===== config.mk =====
export PLATFORM = sky130hd
export DESIGN_NAME = frame_sync_cfg_ctrl
export DESIGN_NICKNAME = d
export VERILOG_FILES = /design/src/rtl/frame_sync_cfg_ctrl.sv
export SDC_FILE = /design/constraint.sdc
export NUM_CORES = 1
export LEC_CHECK = 0
export BUFFER_PORTS_ARGS = -buffer_cell sky130_fd_sc_hd__clkbuf_2
export CORE_ASPECT_RATIO = 1.1
export CORE_MARGIN = 1.5
export CORE_UTILIZATION = 53
export DETAILED_ROUTE_END_ITERATION = 10
export PLACE_DENSITY = 0.72
export RECOVER_POWER = 50
export SETUP_SLACK_MARGIN = 0.5
export SLEW_MARGIN = 25
export SYNTH_ARGS = -nofsm -noshare
export SYNTH_HDL_FRONTEND = slang
export SYNTH_SLANG_ARGS = --single-unit
export TNS_END_PERCENT = 30

===== constraint.sdc =====
create_clock -name clk -period 2.8 [get_ports clk]
set_input_delay 0.28 -clock clk [delete_from_list [all_inputs] [get_ports clk]]
set_output_delay 0.28 -clock clk [all_outputs]
set_load 0.05 [all_outputs]

===== src/rtl/frame_sync_cfg_ctrl.sv =====
// frame_sync_cfg_ctrl: key-driven display mode / Sobel threshold controller.
// Key events edit a shadow configuration (with auto-repeat for held up/down
// keys); the shadow is copied to the active outputs only on a vsync rising
// edge so the video path never sees a mid-frame change.
// Ports:
//   clk, rst          clock, synchronous active-high reset
//   key_flag          1-cycle debounced key press pulse
//   key_value[3:0]    key code, valid with key_flag
//   key_down[3:0]     debounced key levels (1 = pressed)
//   frame_vsync       frame sync, active-high
//   mode[1:0]         active display mode
//   level[3:0]        active threshold level
//   sobel_threshold   active threshold, saturated at 255
//   cfg_update        1-cycle pulse when a changed config is committed
//   cfg_pending       shadow config differs from active config
module frame_sync_cfg_ctrl #(
  parameter int unsigned LEVEL_MAX     = 7,
  parameter int unsigned DEF_LEVEL     = 3,
  parameter int unsigned THRESH_BASE   = 20,
  parameter int unsigned THRESH_STEP   = 10,
  parameter int unsigned MODE_NUM      = 3,
  parameter int unsigned HOLD_CYCLES   = 50_000_000,
  parameter int unsigned REPEAT_CYCLES = 10_000_000
) (
  input  logic       clk,
  input  logic       rst,
  input  logic       key_flag,
  input  logic [3:0] key_value,
  input  logic [3:0] key_down,
  input  logic       frame_vsync,
  output logic [1:0] mode,
  output logic [3:0] level,
  output logic [7:0] sobel_threshold,
  output logic       cfg_update,
  output logic       cfg_pending
);

  localparam int unsigned CNT_MAX = (HOLD_CYCLES > REPEAT_CYCLES) ? HOLD_CYCLES : REPEAT_CYCLES;
  localparam int unsigned CNT_W   = $clog2(CNT_MAX + 1);

  localparam logic [3:0] KEY_MODE = 4'b0001;
  localparam logic [3:0] KEY_DEF  = 4'b0010;
  localparam logic [3:0] KEY_DN   = 4'b0100;
  localparam logic [3:0] KEY_UP   = 4'b1000;

  typedef enum logic [1:0] {IDLE, HOLD, REPEAT} state_e;

  state_e           state_q, state_d;
  logic [CNT_W-1:0] cnt_q, cnt_d;
  logic [3:0]       code_q, code_d;
  logic [3:0]       sh_level_q, sh_level_d;
  logic [1:0]       sh_mode_q, sh_mode_d;
  logic [3:0]       level_q, level_d;
  logic [1:0]       mode_q, mode_d;
  logic [7:0]       thresh_q, thresh_d;
  logic             update_q, update_d;
  logic             pending_q, pending_d;
  logic             vs1_q, vs2_q;
  logic             vs_edge;
  logic             cfg_diff;

  // Saturating single level step in the direction of the key code.
  function automatic logic [3:0] step_level(input logic [3:0] lvl, input logic [3:0] code);
    if (code == KEY_UP) begin
      return (lvl >= 4'(LEVEL_MAX)) ? 4'(LEVEL_MAX) : lvl + 4'd1;
    end
    return (lvl == 4'd0) ? 4'd0 : lvl - 4'd1;
  endfunction

  // Threshold for a level, computed wide and clamped so it never wraps.
  function automatic logic [7:0] thresh_of(input logic [3:0] lvl);
    logic [15:0] full;
    full = 16'(THRESH_BASE) + 16'(lvl) * 16'(THRESH_STEP);
    return (full > 16'd255) ? 8'd255 : full[7:0];
  endfunction

  assign vs_edge  = vs1_q & ~vs2_q;
  assign cfg_diff = (sh_level_q != level_q) || (sh_mode_q != mode_q);

  // Key handling and auto-repeat; a new key_flag always overrides the timer.
  always_comb begin
    state_d    = state_q;
    cnt_d      = cnt_q;
    code_d     = code_q;
    sh_level_d = sh_level_q;
    sh_mode_d  = sh_mode_q;
    if (key_flag) begin
      state_d = IDLE;
      cnt_d   = '0;
      case (key_value)
        KEY_DN, KEY_UP: begin
          sh_level_d = step_level(sh_level_q, key_value);
          code_d     = key_value;
          state_d    = HOLD;
        end
        KEY_MODE: sh_mode_d = (sh_mode_q >= 2'(MODE_NUM - 1)) ? 2'd0 : sh_mode_q + 2'd1;
        KEY_DEF: begin
          sh_level_d = 4'(DEF_LEVEL);
          sh_mode_d  = 2'd0;
        end
        default: ;
      endcase
    end else begin
      case (state_q)
        HOLD, REPEAT: begin
          if (key_down != code_q) begin
            state_d = IDLE;
            cnt_d   = '0;
          end else if (((state_q == HOLD) && (cnt_q == CNT_W'(HOLD_CYCLES - 1))) ||
                       ((state_q == REPEAT) && (cnt_q == CNT_W'(REPEAT_CYCLES - 1)))) begin
            sh_level_d = step_level(sh_level_q, code_q);
            cnt_d      = '0;
            state_d    = REPEAT;
          end else begin
            cnt_d = cnt_q + CNT_W'(1);
          end
        end
        default: cnt_d = '0;
      endcase
    end
  end

  // Frame-boundary commit takes the shadow as it stood before this cycle's key step.
  always_comb begin
    level_d   = level_q;
    mode_d    = mode_q;
    thresh_d  = thresh_q;
    update_d  = 1'b0;
    pending_d = cfg_diff;
    if (vs_edge) begin
      level_d  = sh_level_q;
      mode_d   = sh_mode_q;
      thresh_d = thresh_of(sh_level_q);
      update_d = cfg_diff;
    end
  end

  // Vsync history resets high so a vsync already high at release is not an edge.
  always_ff @(posedge clk) begin
    if (rst) begin
      state_q    <= IDLE;
      cnt_q      <= '0;
      code_q     <= 4'd0;
      sh_level_q <= 4'(DEF_LEVEL);
      sh_mode_q  <= 2'd0;
      level_q    <= 4'(DEF_LEVEL);
      mode_q     <= 2'd0;
      thresh_q   <= thresh_of(4'(DEF_LEVEL));
      update_q   <= 1'b0;
      pending_q  <= 1'b0;
      vs1_q      <= 1'b1;
      vs2_q      <= 1'b1;
    end else begin
      state_q    <= state_d;
      cnt_q      <= cnt_d;
      code_q     <= code_d;
      sh_level_q <= sh_level_d;
      sh_mode_q  <= sh_mode_d;
      level_q    <= level_d;
      mode_q     <= mode_d;
      thresh_q   <= thresh_d;
      update_q   <= update_d;
      pending_q  <= pending_d;
      vs1_q      <= frame_vsync;
      vs2_q      <= vs1_q;
    end
  end

  assign mode            = mode_q;
  assign level           = level_q;
  assign sobel_threshold = thresh_q;
  assign cfg_update      = update_q;
  assign cfg_pending     = pending_q;

endmodule


Word level (Yosys, flattened, before mapping)

Cells that the tools add are included.

Word-level logic and storage cells: 83
Output and inout port bits: 16
Input bits: 12
Memories: 0
Latch bits: 0
Bits in read-only memories: 0
Bits in writable memories: 0
Flip-flop bits (word level): 56

Reductions and logical operators: 17
Bitwise gates (word level): 4
Multiply operators: 1
Magnitude comparators: 3
Divide/modulo/power cells: 0
Shift operators: 0
Equality and inequality tests: 14
Multiplexer cells: 27
$add $sub $neg: 5

Operators with widths:

| kind                    | number |
|---|---|
| $mux W4                 | 10 |
| $add A26 B1 Y26 const B | 1 |
| $eq A26 B24 Y1 const B  | 1 |
| $eq A26 B26 Y1 const B  | 1 |
| $mux W2                 | 5 |
| $add A5 B8 Y9 const A   | 1 |
| $gt A9 B8 Y1 const B    | 1 |
| $mux W1                 | 9 |
| $eq A4 B4 Y1 const B    | 2 |
| $mux W8                 | 1 |
| $ne A4 B4 Y1            | 2 |
| $pmux W4 S2             | 1 |
| $mul A4 B3 Y7 const B   | 1 |
| $reduce_and A2 Y1       | 3 |
| $reduce_bool A2 Y1      | 3 |
| $reduce_or A2 Y1        | 3 |
| $reduce_or A5 Y1        | 1 |
| $add A4 B1 Y4 const B   | 1 |
| $eq A4 B1 Y1 const B    | 1 |
| $eq A4 B2 Y1 const B    | 1 |
| $eq A4 B3 Y1 const B    | 1 |
| $ge A4 B3 Y1 const B    | 1 |
| $logic_not A4 Y1        | 1 |
| $pmux W2 S2             | 1 |
| other kinds (14)        | 18 |

Logic depth before layout (Yosys ltp)

Gate-level depths: netlist of the first run.

Depth after elaboration: 12
Mapped depth: 9
Depth with buffers taken out: 9

Least setup slack after synthesis of the first run

Ideal clock, no wire load.

Kind: register -> register
From: register sh_level_q[3]
To: register thresh_q[3] (netlist: sobel_threshold[3])
Cell stages (with the launch flop): 9
Path buffers: 0
Slack: 0.624 ns
Library setup time: 0.078 ns
Period minus slack after synthesis: 2.176 ns
Required time: 2.722 ns
Arrival: 2.098 ns
Cells stage by stage: dfxtp_1 -> ha_1 -> ha_1 -> inv_1 -> fa_1 -> and4b_1 -> nor2b_1 -> nor3_1 -> nor3_1

Word-level cells in the longest chain between the ends: 4

Ends and longest elaborated chain:

| element                  | line | source |
|---|---|---|
| start: declaration       | 51   | `logic [3:0] sh_level_q, sh_level_d;` |
| start signal: assignment | 144  | `sh_level_q <= 4'(DEF_LEVEL);` |
| start signal: assignment | 157  | `sh_level_q <= sh_level_d;` |
| $mul A4 B3 Y7            | 73   | `full = 16'(THRESH_BASE) + 16'(lvl) * 16'(THRESH_STEP);` |
| $add A5 B8 Y9            | 73   |  |
| $gt A9 B8 Y1             | 74   | `return (full > 16'd255) ? 8'd255 : full[7:0];` |
| $mux W8                  | 74   |  |
| end signal: assignment   | 148  | `thresh_q <= thresh_of(4'(DEF_LEVEL));` |
| end signal: assignment   | 161  | `thresh_q <= thresh_d;` |
| end: declaration         | 55   | `logic [7:0] thresh_q, thresh_d;` |

Every way passes these cells.
A chain may end at the register's enable or synchronous reset.

Final worst setup path of the first run

From: register cnt_q[13]
To: register sh_level_q[0]

Word-level cells in the longest chain between the ends: 5
Elaborated cells on any way between the ends: 7
Those cells by class: eq/ne (2); reduce/logical (5)

Ends and longest elaborated chain:

| element                                                 | line     | source |
|---|---|---|
| start: declaration                                      | 49       | `logic [CNT_W-1:0] cnt_q, cnt_d;` |
| start signal: assignment                                | 155      | `cnt_q <= cnt_d;` |
| $eq A26 B26 Y1 / $eq A26 B24 Y1 (equally long branches) | 109, 110 |  |
| $logic_and A1 B1 Y1, on equally long branches           | 109, 110 |  |
| $logic_or A1 B1 Y1 *                                    | 109      | `end else if (((state_q == HOLD) && (cnt_q == CNT_W'(HOLD_CYCLES - 1))) \|\|` |
| $reduce_bool A2 Y1 (no source line) *                   | n/a      |  |
| $reduce_and A4 Y1 (no source line) *                    | n/a      |  |

Mark *: on every way between the ends. The rest lies on a longest branch, timed or not.

==> out/qor.yml, run 1 <==
run_status:
  status: "complete, no violations"
global_route:
  first_global_vias: 2292
  grt_pass1_wl_mm: 10.42
  grt_max_degree: 27
  grt_use_total: 0.2223
  gr-total-overflow: 0
  antenna_found_initial: 0
routing:
  drt_iter0_drc: 86
  drc: 0
  vias: 2525
  antenna_left: 0
  routed_wl_mm: 6.221
  dr.pass1.iters: 4
  vias_per_cell: 5.562
  wire_per_inst_um: 13.70
floorplan:
  start_util: 0.5544
  dieArea_mm2: 0.006142
  core-area_mm2: 0.005430
  die_width_um: 74.86
  die_height_um: 82.05
  rows: 28
  pin_count: 28
critical_path:
  path_class: "reg -> reg"
  start_kind: "register"
  worstPathArrival_ns: 2.48
  crit_required_ns: 3.04
  critPathCaptureType: "register"
  critPathMaxFanout: 5
place:
  gp_congestion: 0.8403
  portBuffers: 27
  place_inst: 446
  dp_hpwl_mm: 4.337
cells_and_area:
  layout.cells.non_filler: 454
  seq_area_mm2: 0.001125
  layout-drive-gt1-share: 0.1055
  nNetsFinal: 402
  multi_input_area_mm2: 0.001769
  syn_to_final_growth_pct: 9.185
  diodes: 0
  n_fill_cell: 476
synth:
  synth_top_family_by_area: "simple AND/OR/NAND/NOR gates"
  ys_warn_count: 0
  synth_top_flop_cell: "dfxtp_1"
  ys_seq_area_frac: 0.3724
  ys_types: 57
  synth_compound_area_frac: 0.1081
  yosysTopAreaCellShare: 0.3724
  synthXorXnorAreaFrac: 0.1135
  syn_avg_cell_area_um2: 8.456
  synth_edf_count: 0
  yosysTopAreaCell: "dfxtp_1"
  synth_seq_cells: 56
  syn-num-nets: 380
  async_flop_share: 0
  synthCells: 356
  synth.top_cells.by_area: "dfxtp_1 37%, xor2_1 7.3%, nor2_1 6.2%"
  synthMuxAreaShare: 0.01663
  netlist_area_mm2: 0.003010
  yosys.area_share.adder: 0.05237
  synthSimpleGateAreaFrac: 0.2972
clock_tree:
  cts_tree: "built"
  cts_buffers: 5
  clk_latency_ns: 0.33
  path_clk_slew_ns: 0.11
  root_buffer: "clkbuf_8"
  h-tree-depth: 2
  cts_buffer_depth: 2
  clock_sinks: 56
timing:
  finalSetupTns_ns: 0
  hold_viol: 0
  slew_violations: 0
  slew_headroom: 0.3437
  tightest_slew_ns: 0.9844
  max_freq_mhz: 445.2
  period_minus_slack_ns: 2.246
  grt_setup_unrepaired: "yes"
  skew_ns: 0.01264
  whs_ns: 0.1267
  finalSetupViolCount: 0
  final.period_utilization: 0.8022
power:
  irDropWorstVdd_mv: 0.2424
  power.total_mw: 1.475
  p_leak_nw: 1.199
  pwr_density_cell_mw_per_mm2: 448.6
run:
  maxCapViolCount: 0
hold_path:
  hold_path_class: "in -> reg"
[per-stage QoR]
step / utilization / cell area, µm² / setup WS [ns]
2_1_floorplan: - / 3010 / 0.6240
3_3_place_gp: 0.5882 / 3194 / 0.4707
3_5_place_dp: 0.5882 / 3194 / 0.3843
4_1_cts: 0.6101 / 3313 / 0.5328
5_1_grt: 0.6053 / 3287 / 0.3729
6_report: 0.6053 / 3287 / 0.5537
[power breakdown]
part	leakage (nW)	switching [mW]	internal [mW]	total, mW
clock network	0.0600	0.281	0.271	0.552
logic	0.686	0.0728	0.0364	0.109
registers	0.453	0.00797	0.805	0.813
total	1.20	0.362	1.11	1.47
[cell usage after synthesis, types with 2 or more instances]
cell type	instances
o21a_1	2
mux2i_1	5
nor2_1	50
clkbuf_1	13
a21oi_1	16
inv_1	12
xor2_1	25
o22a_1	2
or3_1	5
nand4_1	4
nand2_1	32
nand3_1	15
or2_2	4
o21ai_0	9
nor4_1	5
nand2b_1	6
or4b_2	2
ha_1	11
xnor2_1	14
and4_1	2
or3b_2	2
dfxtp_1	56
o22ai_1	3
a211oi_1	4
nor2b_1	2
nor4_4	2
and3_1	6
buf_4	2
nor3_1	17
[critical path: stages, from the launching register on]
cell	delay (ns)
dfxtp_1	0.36
or4b_1	0.54
nor4_1	0.39
o211a_1	0.25
o21ai_0	0.26
a311oi_2	0.35
[kinds of logic (layout without fill, tap and decap cells)]
logic type      count (synthesis)  in the layout
mux                             5              5
fa+ha+maj                      12             12
xor+xnor                       39             39
flops                          56             56
compound gates                 49             49
buf+inv                        28             51
simple gates                  167            167
[metal layers]
layer	routed length (µm)	up-vias	global-route usage
met5	0	-	0
met4	100	0	0.09636
met3	186	8	0.05153
met2	3080	34	0.3690
met1	2853	1204	0.2727
li1	-	1279	-
[layout make-up]
class | instances | share of cell area
Inverter | 12 | 0.01370
Clock inverter | 3 | 0.01408
Timing Repair Buffer | 31 | 0.04225
Tap cell | 75 | 0.02855
Sequential cell | 56 | 0.3422
Multi-Input combinational cell | 272 | 0.5383
Clock buffer | 5 | 0.02094
[path summary, 6_finish.rpt]
path / from / end / slack, ns / cells past startpoint
max: cnt_q[13]$_SDFF_PP0_ / sh_level_q[0]$_SDFFE_PP1P_ / 0.55 / 5
min: frame_vsync / vs1_q$_SDFF_PP1_ / 0.13 / 2
max reg2reg: cnt_q[13]$_SDFF_PP0_ / sh_level_q[0]$_SDFFE_PP1P_ / 0.55 / 5
min reg2reg: cnt_q[0]$_SDFF_PP0_ / cnt_q[0]$_SDFF_PP0_ / 0.45 / 1
[state kept, by name, summed over array words and instances, names as in the netlist]
register         cells
vs2_q                1
vs1_q                1
mode                 2
code_q               4
cfg_pending          1
sh_level_q           4
cfg_update           1
cnt_q               26
sobel_threshold      8
level                4
sh_mode_q            2
state_q              2
[what timing repair did]
item / 4_1_cts / 5_1_grt
gates resized for setup: 2 / 6
buffers inserted: 0 / 0
pin swaps: 0 / 2
hold buffers: 0 / 0
cloned: 0 / 0
setup endpoints to repair: 7 / 21
[placed cells by master (no fill, tap or decap), drive strengths merged, types with 5 or more instances in the layout]
master and n:
o21ai 10, dfxtp 56, nand2 32, inv 13
nor2 50, a21oi 16, and3 7, ha 11
mux2i 5, xor2 25, xnor2 14, or3 5
clkbuf 33, nor4 8, nand3 15, nand4 5
nand2b 6, nor3 17
No activity file was read; power rests on OpenSTA's default activity.
==> run 2: changes to the inputs <==
--- a/config.mk
+++ b/config.mk
@@ -10,7 +10,7 @@
 export CORE_MARGIN = 1.5
 export CORE_UTILIZATION = 53
 export DETAILED_ROUTE_END_ITERATION = 10
-export PLACE_DENSITY = 0.72
+export PLACE_DENSITY = 0.75
 export RECOVER_POWER = 50
 export SETUP_SLACK_MARGIN = 0.5
 export SLEW_MARGIN = 25
==> constraint.sdc (replaced) <==
create_clock -name clk -period 1.8 [get_ports clk]
set_input_delay 0.18 -clock clk [delete_from_list [all_inputs] [get_ports clk]]
set_output_delay 0.18 -clock clk [all_outputs]
set_load 0.05 [all_outputs]
==> run 2 against run 1 <==
Compared with the run above: the flow now finishes with violations (negative setup slack); sequential share of layout area fell by 4.1 points; flip-flop and latch count did not move; clock-buffer cell count did not move; sequential power rose by 55%; worst setup slack got worse by 0.80 ns; critical path type unchanged; critical endpoint is now sobel_threshold[6]$_SDFFE_PP0P_.
==> out/qor.yml, run 2 (synthesis gave the netlist of run 1 again) <==
timing:
  hold_viol: 0  # unchanged
  slew_headroom: 0.5688  # +0.2251
  skew_ns: 0.01824  # +0.005598 ns
  finalSetupTns_ns: -3.308  # -3.308 ns
  grt_setup_unrepaired: "yes"
  finalSetupViolCount: 33  # +33
  period_minus_slack_ns: 2.046  # -0.2003 ns
  setup_slack_ns: -0.2460  # -0.7997 ns
  final.period_utilization: 1.137  # +0.3344
  tightest_slew_ns: 0.6444  # -0.3400 ns
  slew_violations: 0  # unchanged
  max_freq_mhz: 488.8  # +9.8%
clock_tree:
  cts_buffer_depth: 2  # unchanged
  path_clk_slew_ns: 0.12  # about the same
  cts_tree: "built"
  cts_buffers: 5  # unchanged
  clock_sinks: 56  # unchanged
  h-tree-depth: 2  # unchanged
  root_buffer: "clkbuf_8"
  clk_latency_ns: 0.32  # about the same
floorplan:
  dieArea_mm2: 0.006142  # unchanged
  core-area_mm2: 0.005430  # unchanged
  pin_count: 28  # unchanged
  rows: 28  # unchanged
  start_util: 0.5544  # unchanged
  die_height_um: 82.05  # unchanged
  die_width_um: 74.86  # unchanged
cells_and_area:
  n_fill_cell: 453  # -4.8%
  largest_reg_flops: 26  # unchanged
  diodes: 0  # unchanged
  layout-drive-gt1-share: 0.2857  # +0.1802
  final_common_cell: "nor2_1"
  layout.cells.non_filler: 495  # +9.0%
  nNetsFinal: 443  # +10%
  final_area_mm2: 0.003777  # +15%
  multi_input_area_mm2: 0.001963  # +11%
  layout_common_cells: "50 x nor2_1, 47 x dfxtp_1, 41 x buf_4, 32 x nand2_1, 25 x xor2_1"
  seq_area_mm2: 0.001137  # +1.1%
  regMostFlops: "cnt_q"
  syn_to_final_growth_pct: 25.48
routing:
  drc: 0  # unchanged
  drt_iter0_drc: 140  # +63%
  vias_per_cell: 5.410  # -2.7%
  dr.pass1.iters: 4  # unchanged
  antenna_left: 0  # unchanged
  wire_per_inst_um: 13.99  # +2.1%
  routed_wl_mm: 6.925  # +11%
  vias: 2678  # +6.1%
power:
  pwr_density_cell_mw_per_mm2: 583.1  # +30%
  power.total_mw: 2.202  # +49%
  power_frac_clock: 0.338  # -0.037
  p_int_mw: 1.619  # +45%
  sw_frac_of_total: 0.2651  # +0.01995
  combPwrFrac: 0.091  # +0.017
  netSwitchingPower_mw: 0.5839  # +62%
  irDropWorstVdd_mv: 0.3577  # +48%
  p_leak_nw: 1.444  # +20%
  power_frac_seq: 0.572  # +0.021
run:
  maxCapViolCount: 0  # unchanged
critical_path:
  critPathCaptureType: "register"
  path_common_cell: "ha_4"
  cpMaxStageDelayCell: "fa_2"
  crit_required_ns: 2.02  # -1.02 ns
  start_kind: "register"
  cp_cell_sequence: "ha_4 -> ha_4 -> inv_2 -> fa_2 -> o21bai_4 -> xnor2_1 -> nor2_1 -> a211oi_1 -> nor3_1"
  worstRegToRegCells: 9  # +4
  worstPathArrival_ns: 2.26  # -0.22 ns
  path_class: "reg -> reg"
  critPathMaxFanout: 6  # +1
  critPathMaxStageDelay_ns: 0.59  # +0.05 ns
place:
  postPlaceCellArea_mm2: 0.003556  # +11%
  gp_congestion: 0.8314  # -1.1%
  portBuffers: 27  # unchanged
  dp_hpwl_mm: 4.870  # +12%
  dp_slack_ns: -0.2940  # -0.6784 ns
  place_inst: 483  # +8.3%
global_route:
  gr-total-overflow: 0  # unchanged
  grt_use_total: 0.2333  # +0.01103
  grt_pass1_wl_mm: 11.16  # +7.2%
  first_global_vias: 2489  # +8.6%
  antenna_found_initial: 0  # unchanged
  grt_max_degree: 27  # unchanged
hold_path:
  hold_path_class: "in -> reg"
  min_path_cells: 2  # unchanged
run_status:
  status: "finished, violations left"
  failed_checks: "negative setup slack"
## run 2: worst paths after layout
| kind | start | endpoint | slack [ns] |
|---|---|---|---|
| worst max-delay path | sh_level_q[3]$_SDFFE_PP0P_ | sobel_threshold[6]$_SDFFE_PP0P_ | -0.25 |
| worst max register to register | sh_level_q[3]$_SDFFE_PP0P_ | sobel_threshold[6]$_SDFFE_PP0P_ | -0.25 |
| worst min register to register | cnt_q[0]$_SDFF_PP0_ | cnt_q[0]$_SDFF_PP0_ | 0.43 |
| worst min-delay path | frame_vsync | vs1_q$_SDFF_PP1_ | 0.03 |
## run 2: worst max-delay path: cells and delay by family (launching register included)
family | cells | cell delay (ns)
adder cells (fa/ha/maj) | 3 | 0.97
AND/OR/NAND/NOR | 2 | 0.12
XOR/XNOR | 1 | 0.14
buffers and inverters | 1 | 0.03
AO/OA/AOI/OAI | 2 | 0.33
flip-flops | 1 | 0.36
## run 2: power by group through the flow
stage / Sequential [mW] / Combinational, mW / Clock, mW
6_report: 1.26 / 0.200 / 0.743
5_1_grt: 1.26 / 0.220 / 0.807
4_1_cts: 1.26 / 0.197 / 0.765
3_5_place_dp: 1.29 / 0.191 / 0
3_3_place_gp: 1.29 / 0.187 / 0
2_1_floorplan: 1.32 / 0.106 / 0
## run 2: what timing repair did
item / 4_1_cts / 5_1_grt
cloned: 0 / 2
buffers inserted: 1 / 1
endpoints found under the setup margin: 41 / 41
pin swaps: 37 / 12
hold buffers: 0 / 0
gates resized for setup: 15 / 9
## run 2: through the flow
step | hold WS (ns) | util
finish | 0.03010 | 0.6956
global placement | 0.3629 | 0.6548
detailed placement | 0.3661 | 0.6548
floorplan | 0.2838 | -
global route | 0.01054 | 0.6956
CTS | 0.01988 | 0.6832
## run 2: area by class of cell
type,instances,share of cell area
Tap cell,75,0.02484
Clock inverter,3,0.007618
Inverter,12,0.01192
Timing Repair Buffer,70,0.1166
Sequential cell,56,0.3011
Clock buffer,5,0.01822
Multi-Input combinational cell,274,0.5197
## run 2: routing by layer
metal  wire length (µm)  part of all wire  track usage  up-vias
li1                   -                 -            -     1366
met1               3004              0.43       0.2871     1268
met2               3690              0.53       0.4097       36
met3                154             0.022      0.03436        8
met4                 74             0.011      0.08182        0
met5                  0                 0            0        -
==> run 3: changes to the inputs <==
--- a/config.mk
+++ b/config.mk
@@ -10,7 +10,7 @@
 export CORE_MARGIN = 1.5
 export CORE_UTILIZATION = 53
 export DETAILED_ROUTE_END_ITERATION = 10
-export PLACE_DENSITY = 0.75
+export PLACE_DENSITY = 0.84
 export RECOVER_POWER = 50
 export SETUP_SLACK_MARGIN = 0.5
 export SLEW_MARGIN = 25
==> run 3 against run 2 <==
Compared with the run above: the run still ends with negative setup slack left; clock-buffer cell count rose by 2; non-clock buffer count is 1 lower; wire length is 9.6% higher; clock power up 12%; hold slack improved by 0.021 ns; fmax down 2.2%.
==> out/qor.yml, run 3 (synthesis gave the netlist of run 1 again) <==
routing:
  antenna_left: 0  # unchanged
  routed_wl_mm: 7.591  # +9.6%
  wire_per_inst_um: 15.37  # +9.8%
  drt_iter0_drc: 170  # +21%
  vias: 2835  # +5.9%
  dr.pass1.iters: 4  # unchanged
  drc: 0  # unchanged
  vias_per_cell: 5.739  # +6.1%
clock_tree:
  cts_buffers: 5  # unchanged
  root_buffer: "clkbuf_8"
  clk_latency_ns: 0.32  # about the same
  path_clk_slew_ns: 0.10  # -0.02 ns
  h-tree-depth: 2  # unchanged
  cts_hold_buf: 0  # unchanged
  cts_tree: "built"
  cts_buffer_depth: 2  # unchanged
  clock_sinks: 56  # unchanged
global_route:
  gr-total-overflow: 0  # unchanged
  gr-usage-met1: 0.3145  # +0.02737
  busiest_layer: "met2"
  grt_pass1_wl_mm: 12.60  # +13%
  antenna_found_initial: 0  # unchanged
  grt_use_total: 0.2632  # +0.02984
  grt_max_degree: 21  # -22%
  use_met3: 0.05521  # +0.02086
  first_global_vias: 2749  # +10%
  grt.met2_usage: 0.4487  # +0.03894
timing:
  period_minus_slack_ns: 2.093  # +0.04707 ns
  setup_slack_ns: -0.2931  # -0.04707 ns
  finalSetupViolCount: 10  # -70%
  final.period_utilization: 1.163  # +0.02615
  finalSetupTns_ns: -2.085  # +1.223 ns
  whs_ns: 0.05121  # +0.02110 ns
  tightest_slew_ns: 0.6261  # -0.01831 ns
  skew_ns: 0.01391  # -0.004328 ns
  slew_violations: 0  # unchanged
  grt_setup_unrepaired: "yes"
  slew_headroom: 0.5811  # +0.01225
  max_freq_mhz: 477.8  # -2.2%
  hold_viol: 0  # unchanged
floorplan:
  pin_count: 28  # unchanged
  core-area_mm2: 0.005430  # unchanged
  rows: 28  # unchanged
  dieArea_mm2: 0.006142  # unchanged
  start_util: 0.5544  # unchanged
  die_width_um: 74.86  # unchanged
  die_height_um: 82.05  # unchanged
cells_and_area:
  final_common_cell: "nor2_1"
  seq_area_mm2: 0.001139  # +0.11%
  syn_to_final_growth_pct: 28.68
  nNetsFinal: 442  # -0.23%
  layout_common_cells: "46 x nor2_1, 44 x dfxtp_1, 38 x buf_4, 32 x nand2_1, 27 x clkbuf_2"
  regMostFlops: "cnt_q"
  final_area_mm2: 0.003874  # +2.6%
  multi_input_area_mm2: 0.002011  # +2.4%
  largest_reg_flops: 26  # unchanged
  n_fill_cell: 381  # -16%
  post-route-util: 0.7134  # +0.01774
  layout-drive-gt1-share: 0.3317  # +0.04603
  diodes: 0  # unchanged
run_status:
  failed_checks: "negative setup slack"
  status: "finished, violations left"
run:
  maxCapViolCount: 0  # unchanged
place:
  gp_congestion: 0.8636  # +3.9%
  postPlaceCellArea_mm2: 0.003526  # -0.84%
  dp_slack_ns: -0.3325  # -0.03841 ns
  portBuffers: 27  # unchanged
  dp_hpwl_mm: 5.033  # +3.3%
critical_path:
  critPathCaptureType: "register"
  critPathMaxFanout: 6  # unchanged
  crit_required_ns: 2.04  # +0.02 ns
  start_kind: "register"
  worstPathArrival_ns: 2.33  # +0.07 ns
  path_class: "reg -> reg"
power:
  irDropWorstVdd_mv: 0.6321  # +77%
  pwr_density_cell_mw_per_mm2: 593.1  # +1.7%
  p_leak_nw: 1.492  # +3.3%
hold_path:
  hold_path_class: "in -> reg"
-- run 3: power by group --
group          internal, mW  switching, mW  leakage [nW]
Sequential             1.25         0.0103         0.458
Combinational        0.0773          0.129         0.975
Clock                 0.400          0.429        0.0596
-- run 3: critical path, stage by stage (launching register included) --
cell,delay (ns)
dfxtp_2,0.35
ha_4,0.24
ha_4,0.16
inv_2,0.04
fa_2,0.48
and4b_1,0.30
nor2b_4,0.24
nor3_2,0.05
nor3_1,0.15
-- run 3: metrics by stage --
step	instances	power [mW]
final	494	2.297
after global routing	494	2.355
after CTS	491	2.289
after detailed placement	479	1.479
after global placement	479	1.473
after floorplan	356	1.424
-- run 3: timing repair --
item,in CTS,in global routing
cloned,2,0
endpoints found under the setup margin,41,42
buffers inserted,2,3
pin swaps,34,11
resized for setup,26,16
-- run 3: layout make-up --
type,instances,share of cell area
clock buffer,7,0.02778
clock inverter,1,0.002261
inverter,12,0.01163
multi-input combinational,274,0.5191
sequential,56,0.2939
tap,75,0.02422
timing repair buffer,69,0.1211
-- run 3: worst paths after layout --
kind                                    from                               to  slack [ns]  depth (start not counted)
setup / recovery  sh_level_q[1]$_SDFFE_PP1P_  sobel_threshold[3]$_SDFFE_PP0P_       -0.29                          8
hold / removal                   frame_vsync                 vs1_q$_SDFF_PP1_        0.05                          2
setup reg to reg  sh_level_q[1]$_SDFFE_PP1P_  sobel_threshold[3]$_SDFFE_PP0P_       -0.29                          8
hold reg to reg          cnt_q[0]$_SDFF_PP0_              cnt_q[0]$_SDFF_PP0_        0.44                          1
-- run 3: metal layers --
layer  wire, µm  part of all wire
met1       3169              0.42
met2       3806              0.50
met3        373             0.049
met5          0                 0
met4        242             0.032
